[src/rtl/alien_fleet_if.sv]
`default_nettype none
// ============================================================================
//  Module      : alien_fleet_if
//  Description : Signal bundle between the alien fleet and the rest of the
//                game (player block, renderer, tick generator).
//                slave  modport : the alien fleet itself
//                master modport : whoever drives the fleet (player side / bench)
//  Signals     : i_enable          game tick strobe
//                i_start_debounced start pulse from player
//                i_bullet_x/_y     bullet column / row
//                i_bullet_flying   bullet active
//                o_hit             one-cycle kill pulse
//                o_clear_score     one-cycle pulse at game start
//                o_alive           alive bitmap, bit = row*COLS+col
//                o_fleet_x/_y      fleet top-left position
//                o_state           0 IDLE, 1 PLAYING, 2 WON, 3 LOST
//  Revision    : 1.0 - initial release
// ============================================================================
interface alien_fleet_if #(
    parameter int ROWS = 3,
    parameter int COLS = 8
) ();
    logic                   i_enable;
    logic                   i_start_debounced;
    logic [4:0]             i_bullet_x;
    logic [3:0]             i_bullet_y;
    logic                   i_bullet_flying;
    logic                   o_hit;
    logic                   o_clear_score;
    logic [ROWS*COLS-1:0]   o_alive;
    logic [4:0]             o_fleet_x;
    logic [3:0]             o_fleet_y;
    logic [1:0]             o_state;

    modport slave (
        input  i_enable, i_start_debounced, i_bullet_x, i_bullet_y, i_bullet_flying,
        output o_hit, o_clear_score, o_alive, o_fleet_x, o_fleet_y, o_state
    );

    modport master (
        output i_enable, i_start_debounced, i_bullet_x, i_bullet_y, i_bullet_flying,
        input  o_hit, o_clear_score, o_alive, o_fleet_x, o_fleet_y, o_state
    );
endinterface
`default_nettype wire

[src/rtl/alien_fleet.sv]
`default_nettype none
// ============================================================================
//  Module      : alien_fleet
//  Description : Invader side of the game. Owns the alien alive bitmap, the
//                fleet position and its marching motion, detects bullet hits
//                and runs the game-state machine (idle/playing/won/lost).
//  Ports       : i_clk_36MHz  system clock
//                i_reset      synchronous reset, active low
//                bus          alien_fleet_if.slave (see interface header)
//  Options     : ALIEN_SPEEDUP_EN - when fewer than COLS aliens remain the
//                fleet steps twice as often (threshold STEP_TICKS>>1, min 1).
//  Revision    : 1.0 - initial release
// ============================================================================
module alien_fleet #(
    parameter int ROWS       = 3,
    parameter int COLS       = 8,
    parameter int STEP_TICKS = 30,
    parameter int X_MAX      = 31,
    parameter int LAND_Y     = 14
) (
    input  wire logic       i_clk_36MHz,
    input  wire logic       i_reset,
    alien_fleet_if.slave    bus
);

    localparam int N_ALIENS = ROWS * COLS;
    localparam int IDX_W    = (N_ALIENS > 1) ? $clog2(N_ALIENS) : 1;
    localparam int TICK_W   = $clog2(STEP_TICKS + 1);

    typedef enum logic [1:0] {
        ST_IDLE    = 2'd0,
        ST_PLAYING = 2'd1,
        ST_WON     = 2'd2,
        ST_LOST    = 2'd3
    } state_t;

    state_t                 state_q;
    logic [N_ALIENS-1:0]    alive_q;
    logic [4:0]             fleet_x_q;
    logic [3:0]             fleet_y_q;
    logic                   dir_left_q;
    logic [TICK_W-1:0]      tick_q;
    logic                   lockout_q;
    logic                   hit_q;
    logic                   clear_q;

    // ------------------------------------------------------------------
    // Hit detection against the registered (pre-step) fleet position.
    // Differences are 6 bits wide: a bullet left of / above the fleet
    // yields a value >= 32, which can never pass the < COLS / < ROWS test.
    // ------------------------------------------------------------------
    logic [5:0]         w_dx;
    logic [5:0]         w_dy;
    logic               w_in_grid;
    logic [IDX_W-1:0]   w_cell;
    logic               w_hit;

    assign w_dx = {1'b0, bus.i_bullet_x} - {1'b0, fleet_x_q};
    assign w_dy = {2'b00, bus.i_bullet_y} - {2'b00, fleet_y_q};

    always_comb begin
        w_in_grid = bus.i_bullet_flying && !lockout_q
                 && (bus.i_bullet_x >= fleet_x_q) && (w_dx < 6'(COLS))
                 && (bus.i_bullet_y >= fleet_y_q) && (w_dy < 6'(ROWS));
        w_cell = '0;
        if (w_in_grid) begin
            w_cell = IDX_W'(int'(w_dy) * COLS + int'(w_dx));
        end
        w_hit = w_in_grid && alive_q[w_cell];
    end

    // ------------------------------------------------------------------
    // Landing: the lowest row that still holds a live alien decides.
    // ------------------------------------------------------------------
    logic [5:0] w_low_row;
    logic       w_landed;
    logic       w_all_dead;

    always_comb begin
        w_low_row = '0;
        for (int r = 0; r < ROWS; r++) begin
            if (|alive_q[r*COLS +: COLS]) begin
                w_low_row = 6'(r);
            end
        end
    end

    assign w_landed   = (({2'b00, fleet_y_q} + w_low_row) >= 6'(LAND_Y));
    assign w_all_dead = ~|alive_q;

    // ------------------------------------------------------------------
    // Step threshold
    // ------------------------------------------------------------------
    logic [TICK_W-1:0] w_thresh;

`ifdef ALIEN_SPEEDUP_EN
    localparam int CNT_W      = $clog2(N_ALIENS + 1);
    localparam int HALF_TICKS = ((STEP_TICKS >> 1) < 1) ? 1 : (STEP_TICKS >> 1);

    logic [CNT_W-1:0] w_live;

    always_comb begin
        w_live = '0;
        for (int i = 0; i < N_ALIENS; i++) begin
            w_live = w_live + CNT_W'(alive_q[i]);
        end
    end

    assign w_thresh = (w_live < CNT_W'(COLS)) ? TICK_W'(HALF_TICKS) : TICK_W'(STEP_TICKS);
`else
    assign w_thresh = TICK_W'(STEP_TICKS);
`endif

    // >= rather than == so a threshold that shrinks mid-count steps at once
    // instead of wrapping around.
    logic w_step;
    assign w_step = (tick_q >= (w_thresh - TICK_W'(1)));

    // ------------------------------------------------------------------
    // Next fleet position for a step. A drop never moves horizontally.
    // ------------------------------------------------------------------
    logic [4:0] fleet_x_d;
    logic [3:0] fleet_y_d;
    logic       dir_left_d;
    logic [3:0] w_y_drop;

    assign w_y_drop = (fleet_y_q == 4'hF) ? 4'hF : fleet_y_q + 4'd1;

    always_comb begin
        fleet_x_d  = fleet_x_q;
        fleet_y_d  = fleet_y_q;
        dir_left_d = dir_left_q;
        if (!dir_left_q) begin
            if (({1'b0, fleet_x_q} + 6'(COLS - 1)) == 6'(X_MAX)) begin
                fleet_y_d  = w_y_drop;
                dir_left_d = 1'b1;
            end else begin
                fleet_x_d = fleet_x_q + 5'd1;
            end
        end else begin
            if (fleet_x_q == 5'd0) begin
                fleet_y_d  = w_y_drop;
                dir_left_d = 1'b0;
            end else begin
                fleet_x_d = fleet_x_q - 5'd1;
            end
        end
    end

    // ------------------------------------------------------------------
    // Game FSM with registered outputs
    // ------------------------------------------------------------------
    always_ff @(posedge i_clk_36MHz) begin
        if (!i_reset) begin
            state_q    <= ST_IDLE;
            alive_q    <= '1;
            fleet_x_q  <= '0;
            fleet_y_q  <= '0;
            dir_left_q <= 1'b0;
            tick_q     <= '0;
            lockout_q  <= 1'b0;
            hit_q      <= 1'b0;
            clear_q    <= 1'b0;
        end else begin
            hit_q   <= 1'b0;
            clear_q <= 1'b0;

            // One kill per bullet: re-arm only once the bullet is gone.
            if (!bus.i_bullet_flying) begin
                lockout_q <= 1'b0;
            end

            case (state_q)
                ST_PLAYING: begin
                    if (w_all_dead) begin
                        state_q <= ST_WON;
                    end else if (w_landed) begin
                        state_q <= ST_LOST;
                    end else begin
                        if (w_hit) begin
                            hit_q           <= 1'b1;
                            lockout_q       <= 1'b1;
                            alive_q[w_cell] <= 1'b0;
                        end
                        if (bus.i_enable) begin
                            if (w_step) begin
                                tick_q     <= '0;
                                fleet_x_q  <= fleet_x_d;
                                fleet_y_q  <= fleet_y_d;
                                dir_left_q <= dir_left_d;
                            end else begin
                                tick_q <= tick_q + TICK_W'(1);
                            end
                        end
                    end
                end
                default: begin
                    if (bus.i_start_debounced) begin
                        state_q    <= ST_PLAYING;
                        alive_q    <= '1;
                        fleet_x_q  <= '0;
                        fleet_y_q  <= '0;
                        dir_left_q <= 1'b0;
                        tick_q     <= '0;
                        lockout_q  <= 1'b0;
                        clear_q    <= 1'b1;
                    end
                end
            endcase
        end
    end

    assign bus.o_hit         = hit_q;
    assign bus.o_clear_score = clear_q;
    assign bus.o_alive       = alive_q;
    assign bus.o_fleet_x     = fleet_x_q;
    assign bus.o_fleet_y     = fleet_y_q;
    assign bus.o_state       = state_q;

endmodule
`default_nettype wire

[src/flat_wrapper.sv]
// flat-port wrapper written by rule: the top's interface ports become plain ports
module alien_fleet_flat 
#(
    parameter int ROWS       = 3,
    parameter int COLS       = 8,
    parameter int STEP_TICKS = 30,
    parameter int X_MAX      = 31,
    parameter int LAND_Y     = 14
)
  (i_clk_36MHz, i_reset, bus_i_enable, bus_i_start_debounced, bus_i_bullet_x, bus_i_bullet_y, bus_i_bullet_flying, bus_o_hit, bus_o_clear_score, bus_o_alive, bus_o_fleet_x, bus_o_fleet_y, bus_o_state);
  alien_fleet_if #(.ROWS(ROWS), .COLS(COLS)) bus_i ();
  input  wire logic i_clk_36MHz;
  input  wire logic i_reset;
  input wire logic [$bits(bus_i.i_enable)-1:0] bus_i_enable;
  input wire logic [$bits(bus_i.i_start_debounced)-1:0] bus_i_start_debounced;
  input wire logic [$bits(bus_i.i_bullet_x)-1:0] bus_i_bullet_x;
  input wire logic [$bits(bus_i.i_bullet_y)-1:0] bus_i_bullet_y;
  input wire logic [$bits(bus_i.i_bullet_flying)-1:0] bus_i_bullet_flying;
  output wire logic [$bits(bus_i.o_hit)-1:0] bus_o_hit;
  output wire logic [$bits(bus_i.o_clear_score)-1:0] bus_o_clear_score;
  output wire logic [$bits(bus_i.o_alive)-1:0] bus_o_alive;
  output wire logic [$bits(bus_i.o_fleet_x)-1:0] bus_o_fleet_x;
  output wire logic [$bits(bus_i.o_fleet_y)-1:0] bus_o_fleet_y;
  output wire logic [$bits(bus_i.o_state)-1:0] bus_o_state;
  assign bus_i.i_enable = bus_i_enable;
  assign bus_i.i_start_debounced = bus_i_start_debounced;
  assign bus_i.i_bullet_x = bus_i_bullet_x;
  assign bus_i.i_bullet_y = bus_i_bullet_y;
  assign bus_i.i_bullet_flying = bus_i_bullet_flying;
  assign bus_o_hit = bus_i.o_hit;
  assign bus_o_clear_score = bus_i.o_clear_score;
  assign bus_o_alive = bus_i.o_alive;
  assign bus_o_fleet_x = bus_i.o_fleet_x;
  assign bus_o_fleet_y = bus_i.o_fleet_y;
  assign bus_o_state = bus_i.o_state;
  alien_fleet #(.ROWS(ROWS), .COLS(COLS), .STEP_TICKS(STEP_TICKS), .X_MAX(X_MAX), .LAND_Y(LAND_Y)) u_core (.i_clk_36MHz(i_clk_36MHz), .i_reset(i_reset), .bus(bus_i));
endmodule
[config.mk]
export PLATFORM = sky130hd
export DESIGN_NAME = alien_fleet_flat
export DESIGN_NICKNAME = d
export VERILOG_FILES = /design/src/rtl/alien_fleet_if.sv /design/src/rtl/alien_fleet.sv /design/src/flat_wrapper.sv
export SDC_FILE = /design/constraint.sdc
export NUM_CORES = 1
export LEC_CHECK = 0
export CORE_ASPECT_RATIO = 1.1
export CORE_MARGIN = 4
export CORE_UTILIZATION = 53
export CTS_CLUSTER_DIAMETER = 30
export DETAILED_ROUTE_END_ITERATION = 12
export PLACE_DENSITY_LB_ADDON = 0.25
export SLEW_MARGIN = 5
export SYNTH_ARGS = -nofsm -noshare
export SYNTH_HDL_FRONTEND = slang
export SYNTH_SLANG_ARGS = --single-unit
[constraint.sdc]
create_clock -name i_clk_36MHz -period 5.81 [get_ports i_clk_36MHz]
set_clock_uncertainty 0.2 [all_clocks]
set_input_delay 1.743 -clock i_clk_36MHz [delete_from_list [all_inputs] [get_ports i_clk_36MHz]]
set_output_delay 1.743 -clock i_clk_36MHz [all_outputs]
set_load 0.05 [all_outputs]
Word-level counts from Yosys, hierarchy flattened. Index checks and enable logic that the tools add are counted.

Register bits after elaboration: 44. Bits of input ports: 14. Output and inout bits: 37. Word-level logic and storage cells: 122.

$add $sub $neg: 9. Magnitude comparators: 8. Equal/unequal tests: 13. Multiplexer cells: 57. Bitwise operators: 5. Reductions and logical operators: 21.

Operators by type and width (count): 24-bit 2-to-1 mux (5); 5-bit 2-to-1 mux (15); 4-bit 2-to-1 mux (10); 24-bit bitwise AND (1); 24-bit NOT (1); 24-bit OR reduction (1); 1-bit 2-to-1 mux (20); 8-bit OR reduction (2); 7-bit AND reduction (2); 5-bit by 1-bit adder with 5-bit output, second input constant (2); 2-bit 2-to-1 mux (5); 4-bit AND reduction (2); 1-bit logical AND (7); 5-bit by 3-bit adder with 6-bit output, second input constant (1); 6-bit by 5-bit == test with 1-bit output, second input constant (1); 6-bit by 4-bit >= comparator with 1-bit output, second input constant (1); 5-bit by 6-bit less-than comparator with 1-bit output, second input constant (1); 6-bit by 2-bit less-than comparator with 1-bit output, second input constant (1); 6-bit by 4-bit less-than comparator with 1-bit output, second input constant (1); 2-bit by 1-bit inequality test with 1-bit output, second input constant (3); 3-bit by 2-bit inequality test with 1-bit output, second input constant (2); 3-bit inequality test, second input constant (2); 5-bit by 5-bit subtractor with 6-bit output (1); 4-bit by 2-bit adder with 5-bit output (1); other kinds (22) (25).

Logic depth before layout (Yosys ltp). Gate-level depths: netlist (run 1).

Word-level depth: 17. Depth in mapped cells: 14.

Worst setup path before layout (run 1). Ideal clock, no wire load.

Path kind: in2reg. Start point: input port bus_i_bullet_x[2]. End point: register u_core.alive_q[0], in the netlist u_core.bus.o_alive[0]. Library setup time: 117 ps. Arrival time: 4572 ps. Slack: 921 ps. Stages on the path: 12. Buffers on the path: 1. Path through: ha_1 buf_4 a21oi_1 o21ai_0 xor2_1 ha_1 xnor2_1 a211oi_1 or4_4 o31a_1 or4_4 o22a_1.

Longest elaborated chain between the ends: 16.

RTL lines: start: declaration (RTL line flat_wrapper.sv:16) `input wire logic [$bits(bus_i.i_bullet_x)-1:0] bus_i_bullet_x;`; 5-bit by 5-bit subtractor with 6-bit output / 5-bit >= comparator (equally long branches) (RTL line alien_fleet.sv:58, alien_fleet.sv:63); 6-bit by 4-bit less-than comparator with 1-bit output / 1-bit logical AND (equally long branches) (RTL line alien_fleet.sv:63) `&& (bus.i_bullet_x >= fleet_x_q) && (w_dx < 6'(COLS))`; 1-bit logical AND (RTL line alien_fleet.sv:63); 1-bit logical AND (2 in series) (RTL line alien_fleet.sv:64) `&& (bus.i_bullet_y >= fleet_y_q) && (w_dy < 6'(ROWS));`; 5-bit 2-to-1 mux (RTL line alien_fleet.sv:66) `if (w_in_grid) begin`; 5-bit by 6-bit less-than comparator with 1-bit output (implied by the code) / 5-bit by 1-bit >= comparator with 1-bit output (equally long branches) (RTL line alien_fleet.sv:183) `alive_q[w_cell] <= 1'b0;`; 1-bit logical AND (implied by the code) (RTL line alien_fleet.sv:183); 1-bit 2-to-1 mux (implied by the code) (RTL line alien_fleet.sv:183); 1-bit demux with 5-bit select; 24-bit NOT (no source line); 24-bit bitwise AND (no source line); 24-bit 2-to-1 mux (RTL line alien_fleet.sv:180) `if (w_hit) begin`; 24-bit 2-to-1 mux (RTL line alien_fleet.sv:177) `end else if (w_landed) begin`; 24-bit 2-to-1 mux (RTL line alien_fleet.sv:175) `if (w_all_dead) begin`; 24-bit 2-to-1 mux (RTL line alien_fleet.sv:173) `case (state_q)`; end signal: assignment (RTL line alien_fleet.sv:156) `alive_q <= '1;`; end signal: indexed assignment (RTL line alien_fleet.sv:183); end signal: assignment (RTL line alien_fleet.sv:200) `alive_q <= '1;`; end: declaration (RTL line alien_fleet.sv:38) `logic [N_ALIENS-1:0] alive_q;`.

Several ways; a longest one is shown, not always the timed one. The select of a mux whose other input is x is not followed. A chain may end at the register's enable or synchronous reset.

Final worst setup path (run 1).
Start point: input port bus_i_bullet_x[2]. End point: register u_core.alive_q[17], in the netlist u_core.bus.o_alive[17].

The elaborated chain is that of the path after synthesis.

==> reports/results.ini, run 1 <==
[outcome]
status = complete, no violations

[clock_network]
cts.repair.resized = 0
path_clk_slew_ps = 90
htree_levels = 2
clkLatencyLatePin_ps = 310
clockBufferDepth = 2
cts-root-buf = clkbuf_8
clock_sinks = 44
postCtsSetupBuffers = 0
numCtsBuffers = 5
cts_hold_buf = 0
cts_tree = built

[hold_path]
hp-class = reg -> reg

[global_routing]
track_usage_pct = 24.5
gr-total-overflow = 0
grt_pass1_vias = 2755
grt_pass1_wl_um = 13200
grt_max_degree = 16
grt_antenna_before_repair = 0

[route]
drtIter0Drc = 223
via_count = 2850
antenna_left = 0
routed_wl_um = 7760
viasPerCell = 6.17
routedWlPerCell_um = 16.8
drc = 0
drtPass1Iterations = 4

[pwr]
power_switching_mw = 0.191
internal_power_mw = 0.443
pwr-share-clk_pct = 33.3
power_frac_comb_pct = 18.4
swShare_pct = 30.2
p_seq_share_pct = 48.3
pwr_density_cell_nw_per_um2 = 178
static-leakage-power_nw = 1.27
ir_drop_uv = 130

[timing]
period_share_pct = 92.2
tns_ps = 0
hold_viol = 0
slew_violations = 0
tightest_slew_ps = 942
setup_viol = 0
rsz0062_at_grt = false
fmax_ghz = 0.187
period_needed_ps = 5360
slew-limit-headroom_pct = 36.9

[cells_and_area]
mostFrequentLayoutCell = clkdlybuf4s50_1
seq_area_um2 = 881
fillerInstances = 449
fin_nets = 425
layout_common_cells = clkdlybuf4s50_1 (50), dfxtp_1 (44), a21oi_1 (37)
final_cell_area_um2 = 3550
antenna_cells = 0
drive_above_1_share_pct = 7.95
area_delta_synth_final_pct = 23.9
multiInputGateArea_um2 = 1860

[critical_path]
r2r-start = u_core.bus.o_alive[20]
critPathMaxFanout = 9
worstRegToRegCells = 11
setup.worst_path.end = u_core.bus.o_alive[17]
crit_type = in -> reg
cp.required_ps = 5780
start_kind = primary input
r2r-end = u_core.bus.o_alive[17]
cp-startpoint = bus_i_bullet_x[2]
crit_arrival_ps = 5320
crit_path_end_kind = register
r2r_slack_ps = 1670

[floorplan]
die_area_um2 = 6650
ios = 51
rows = 27
dieWidth_um = 78.1
start_util_pct = 55.8
core-area_um2 = 5130
die_y_um = 85.1

[place]
place_congestion = 0.938
portBuffers = 50
placed_area_um2 = 3450
hpwl_um = 5730

[logic_synthesis]
syn_area_um2 = 2870
yosysSeqAreaShare_pct = 30.7
synth_cell_types = 59
synth_edf_count = 0
synth_area_per_cell_um2 = 8.51
synth_ff_type = dfxtp_1
syn_nets = 373
ys_ff_latch = 44
async_flop_share_pct = 0
netlist_instances = 337
yosys_warnings = 0

[job]
max-cap-violations = 0

Yosys cell counts (2+ instances only):
library cell,n,area share (%)
a2111oi_1,2,0.70
a211oi_1,4,1.0
a21o_1,4,1.0
a21oi_1,37,6.5
a21oi_2,2,0.61
a31oi_1,6,1.3
and2_1,2,0.44
and3_1,3,0.65
buf_2,2,0.35
clkbuf_1,8,1.0
dfxtp_1,44,31
fa_1,4,2.8
ha_1,18,7.9
inv_1,19,2.5
mux2_2,2,0.79
mux2i_1,3,1.0
mux4_2,4,3.1
nand2_1,18,2.4
nand2b_1,7,1.5
nand3_1,11,1.9
nand4_1,4,0.87
nor2_1,34,4.5
nor2b_1,4,0.87
nor3_1,4,0.70
nor3_2,3,1.0
nor4_1,18,3.9
o211a_1,3,1.0
o211ai_1,3,0.79
o21a_1,2,0.52
o21ai_0,11,1.9
o22a_1,3,0.92
or3_1,7,1.5
or4_1,5,1.3
or4_4,2,0.79
xnor2_1,4,1.2
xor2_1,7,2.1
critical path: stages:
cell             delay [ps]
clkdlybuf4s50_1         400
ha_1                    420
nand2_1                  70
o21ai_0                 290
xor2_1                  190
ha_1                    220
xor2_1                  260
a211oi_1                130
or4_4                   530
o311a_1                 520
nor4_4                  430
a21oi_1                 120
cell type report:
type                    count  area share (%)
multi-input cells         262            52.4
repair buffers             56            15.4
well taps                  72            2.54
clock buffers               6            2.32
clock inverters             2           0.423
flip-flops and latches     44            24.8
inverters                  20            2.11
registers in the layout (all words and copies together), names as in the netlist:
name and flops:
u_core.tick_q 5, u_core.lockout_q 1, u_core.bus.o_alive 24, u_core.dir_left_q 1
u_core.bus.o_state 2, u_core.bus.o_clear_score 1, u_core.bus.o_fleet_x 5, u_core.bus.o_hit 1
u_core.bus.o_fleet_y 4
routing by layer:
metal  up-vias  part of all wire, %  global-route usage, %
met2       126                   45                   36.6
met3        25                  6.7                   4.88
met1      1326                   44                   33.3
li1       1373                    -                      -
met5         -                    0                      0
met4         0                  4.3                   12.6
stage by stage:
step	setup slack, ps	total power [mW]	util (%)	instances	hold slack (ps)
global route	225	0.658	69.2	462	323
CTS	489	0.630	69.2	462	307
floorplan	921	0.395	-	337	268
finish	455	0.634	69.2	462	306
global placement	291	0.425	67.3	454	287
detailed placement	216	0.427	67.3	454	294
power groups by stage:
stage	clock [mW]	sequential (mW)	combinational (mW)
after floorplan	0	0.316	0.0786
after global placement	0	0.313	0.112
after detailed placement	0	0.313	0.113
after CTS	0.209	0.306	0.115
after global routing	0.222	0.307	0.128
final	0.211	0.306	0.117
cell families (layout without fill, tap and decap cells):
family / after synthesis / count (layout) / synth area share (%)
AOI/OAI and AO/OA: 93 / 93 / 21.4
muxes: 9 / 9 / 4.98
buffers and inverters: 31 / 84 / 4.28
DFF: 44 / 44 / 30.7
xor gates and xnor gates: 12 / 12 / 3.93
and+or+nand+nor: 126 / 126 / 24.0
adders and majority gates: 22 / 22 / 10.7
worst min path at each step:
stage	slack, ps	cells after the start	startpoint	end
4_1_cts	310	2	u_core.tick_q[4]	u_core.tick_q[4]
3_5_place_dp	290	2	u_core.tick_q[4]	u_core.tick_q[4]
5_1_grt	320	2	u_core.tick_q[4]	u_core.tick_q[4]
6_report	310	2	u_core.tick_q[4]	u_core.tick_q[4]
3_3_place_gp	290	2	u_core.tick_q[4]	u_core.tick_q[4]
2_1_floorplan	270	2	u_core.tick_q[4]	u_core.tick_q[4]
(Power assumes the default switching activity.)
==> run 2: changes to the inputs <==
Settings changed: SETUP_SLACK_MARGIN from default to 0.5.
==> reports/results.ini, run 2 (synthesis results as in run 1) <==
[timing]
tns_ps = 0  ; unchanged
setup_ws_ps = 599  ; +144 ps
hold_viol = 0  ; unchanged
slew_violations = 0  ; unchanged
rsz0062_at_grt = false
fmax_ghz = 0.192  ; +2.8%
slew-limit-headroom_pct = 36.2  ; -0.75 points
tightest_slew_ps = 953  ; +11.2 ps
period_share_pct = 89.7  ; -2.5 points
period_needed_ps = 5210  ; -144 ps
setup_viol = 0  ; unchanged

[hold_path]
hp-class = reg -> reg
worstHoldStart = u_core.tick_q[4]
hold_end = u_core.tick_q[4]
holdPathStages = 2  ; unchanged

[cells_and_area]
drive_above_1_share_pct = 9.95  ; +2.0 points
multiInputGateArea_um2 = 1910  ; +2.5%
seq_area_um2 = 881  ; unchanged
antenna_cells = 0  ; unchanged
final_cell_area_um2 = 3610  ; +1.7%
largest_register_ffs = 24  ; unchanged
fin_nets = 427  ; +0.47%
fillerInstances = 439  ; -2.2%
layout_common_cells = clkdlybuf4s50_1 (50), dfxtp_1 (44), a21oi_1 (37)
mostFrequentLayoutCell = clkdlybuf4s50_1
area_delta_synth_final_pct = 26.1

[route]
antenna_left = 0  ; unchanged
routed_wl_um = 7840  ; +1.1%
via_count = 2859  ; +0.32%
drtPass1Iterations = 5  ; +1
viasPerCell = 6.16  ; -0.12%
routedWlPerCell_um = 16.9  ; +0.63%
drtIter0Drc = 210  ; -5.8%
drc = 0  ; unchanged

[place]
portBuffers = 50  ; unchanged
dp_slack_ps = 216  ; unchanged
hpwl_um = 5730  ; unchanged
placed_area_um2 = 3450  ; unchanged
place_congestion = 0.938  ; unchanged

[critical_path]
crit_path_end_kind = register
crit_type = in -> reg
r2r-end = u_core.bus.o_alive[0]
critPathMaxFanout = 6  ; -3
r2r_slack_ps = 1830  ; +160 ps
start_kind = primary input
crit_arrival_ps = 5220  ; -100 ps
worstRegToRegCells = 11  ; unchanged
r2r-start = u_core.bus.o_alive[20]
cp.required_ps = 5820  ; +40 ps

[clock_network]
cts_tree = built
numCtsBuffers = 5  ; unchanged
cts-root-buf = clkbuf_8
path_clk_slew_ps = 90  ; about the same
clockBufferDepth = 2  ; unchanged
htree_levels = 2  ; unchanged
clock_sinks = 44  ; unchanged
clkLatencyLatePin_ps = 310  ; about the same
cts_hold_buf = 0  ; unchanged

[floorplan]
rows = 27  ; unchanged
core-area_um2 = 5130  ; unchanged
start_util_pct = 55.8  ; unchanged
die_y_um = 85.1  ; unchanged
ios = 51  ; unchanged
dieWidth_um = 78.1  ; unchanged
die_area_um2 = 6650  ; unchanged

[pwr]
static-leakage-power_nw = 1.28  ; +0.95%
pwr_density_cell_nw_per_um2 = 178  ; -0.44%
ir_drop_uv = 129  ; -1.4%

[global_routing]
gr-total-overflow = 0  ; unchanged
grt_antenna_before_repair = 0  ; unchanged
track_usage_pct = 24.7  ; +0.22 points
grt_pass1_wl_um = 13300  ; +0.84%
grt_max_degree = 16  ; unchanged
grt_pass1_vias = 2783  ; +1.0%

[job]
max-cap-violations = 0  ; unchanged

[outcome]
status = complete, no violations

run 2: worst max path at each step:
| stage | start | endpoint |
|---|---|---|
| 2_1_floorplan | bus_i_bullet_x[2] | u_core.bus.o_alive[0] |
| 4_1_cts | bus_i_bullet_x[2] | u_core.bus.o_alive[17] |
| 6_report | bus_i_bullet_x[2] | u_core.bus.o_alive[0] |
| 3_5_place_dp | bus_i_bullet_x[2] | u_core.bus.o_alive[17] |
| 3_3_place_gp | bus_i_bullet_x[2] | u_core.bus.o_alive[5] |
| 5_1_grt | bus_i_bullet_y[0] | u_core.bus.o_alive[15] |
run 2: what timing repair did:
action,4_1_cts,5_1_grt
setup buffers,2,0
resized for setup,1,8
endpoints found under the hold margin,0,0
pin swaps,1,0
endpoints found under the setup margin,2,25
run 2: critical path, cell delays in order:
cell             delay, ps
clkdlybuf4s50_1        410
ha_2                   410
nand2_1                 70
o21ai_1                210
xor2_1                 180
ha_1                   250
xnor2_1                110
a2111oi_1              700
o41ai_1                260
o31a_1                 180
or4_4                  520
o22a_1                 190
run 2: stage by stage:
stage | total power [mW] | cells | utilization [%] | hold WS [ps]
after floorplan | 0.395 | 337 | - | 268
after global placement | 0.425 | 454 | 67.3 | 287
after detailed placement | 0.427 | 454 | 67.3 | 294
after CTS | 0.632 | 464 | 69.5 | 307
after global routing | 0.669 | 464 | 70.4 | 323
final | 0.642 | 464 | 70.4 | 306
run 2: cell type report:
cell class | instances | area share (%)
inverters | 20 | 2.08
multi-input cells | 262 | 52.8
repair buffers | 58 | 15.5
well taps | 72 | 2.49
clock buffers | 6 | 2.29
flip-flops and latches | 44 | 24.4
clock inverters | 2 | 0.416
run 2: report_power, final:
group | switching (mW) | internal (mW) | total (mW)
Clock | 0.114 | 0.0964 | 0.210
Combinational | 0.0785 | 0.0472 | 0.126
Sequential | 0.00260 | 0.304 | 0.306
run 2: metal layers:
metal  vias up  global-route usage [%]  routed length, um
li1       1368                       -                  -
met1      1319                    33.6               3450
met2       139                    36.6               3490
met3        33                    4.88                528
met4         0                    13.5                380
met5         -                       0                  0
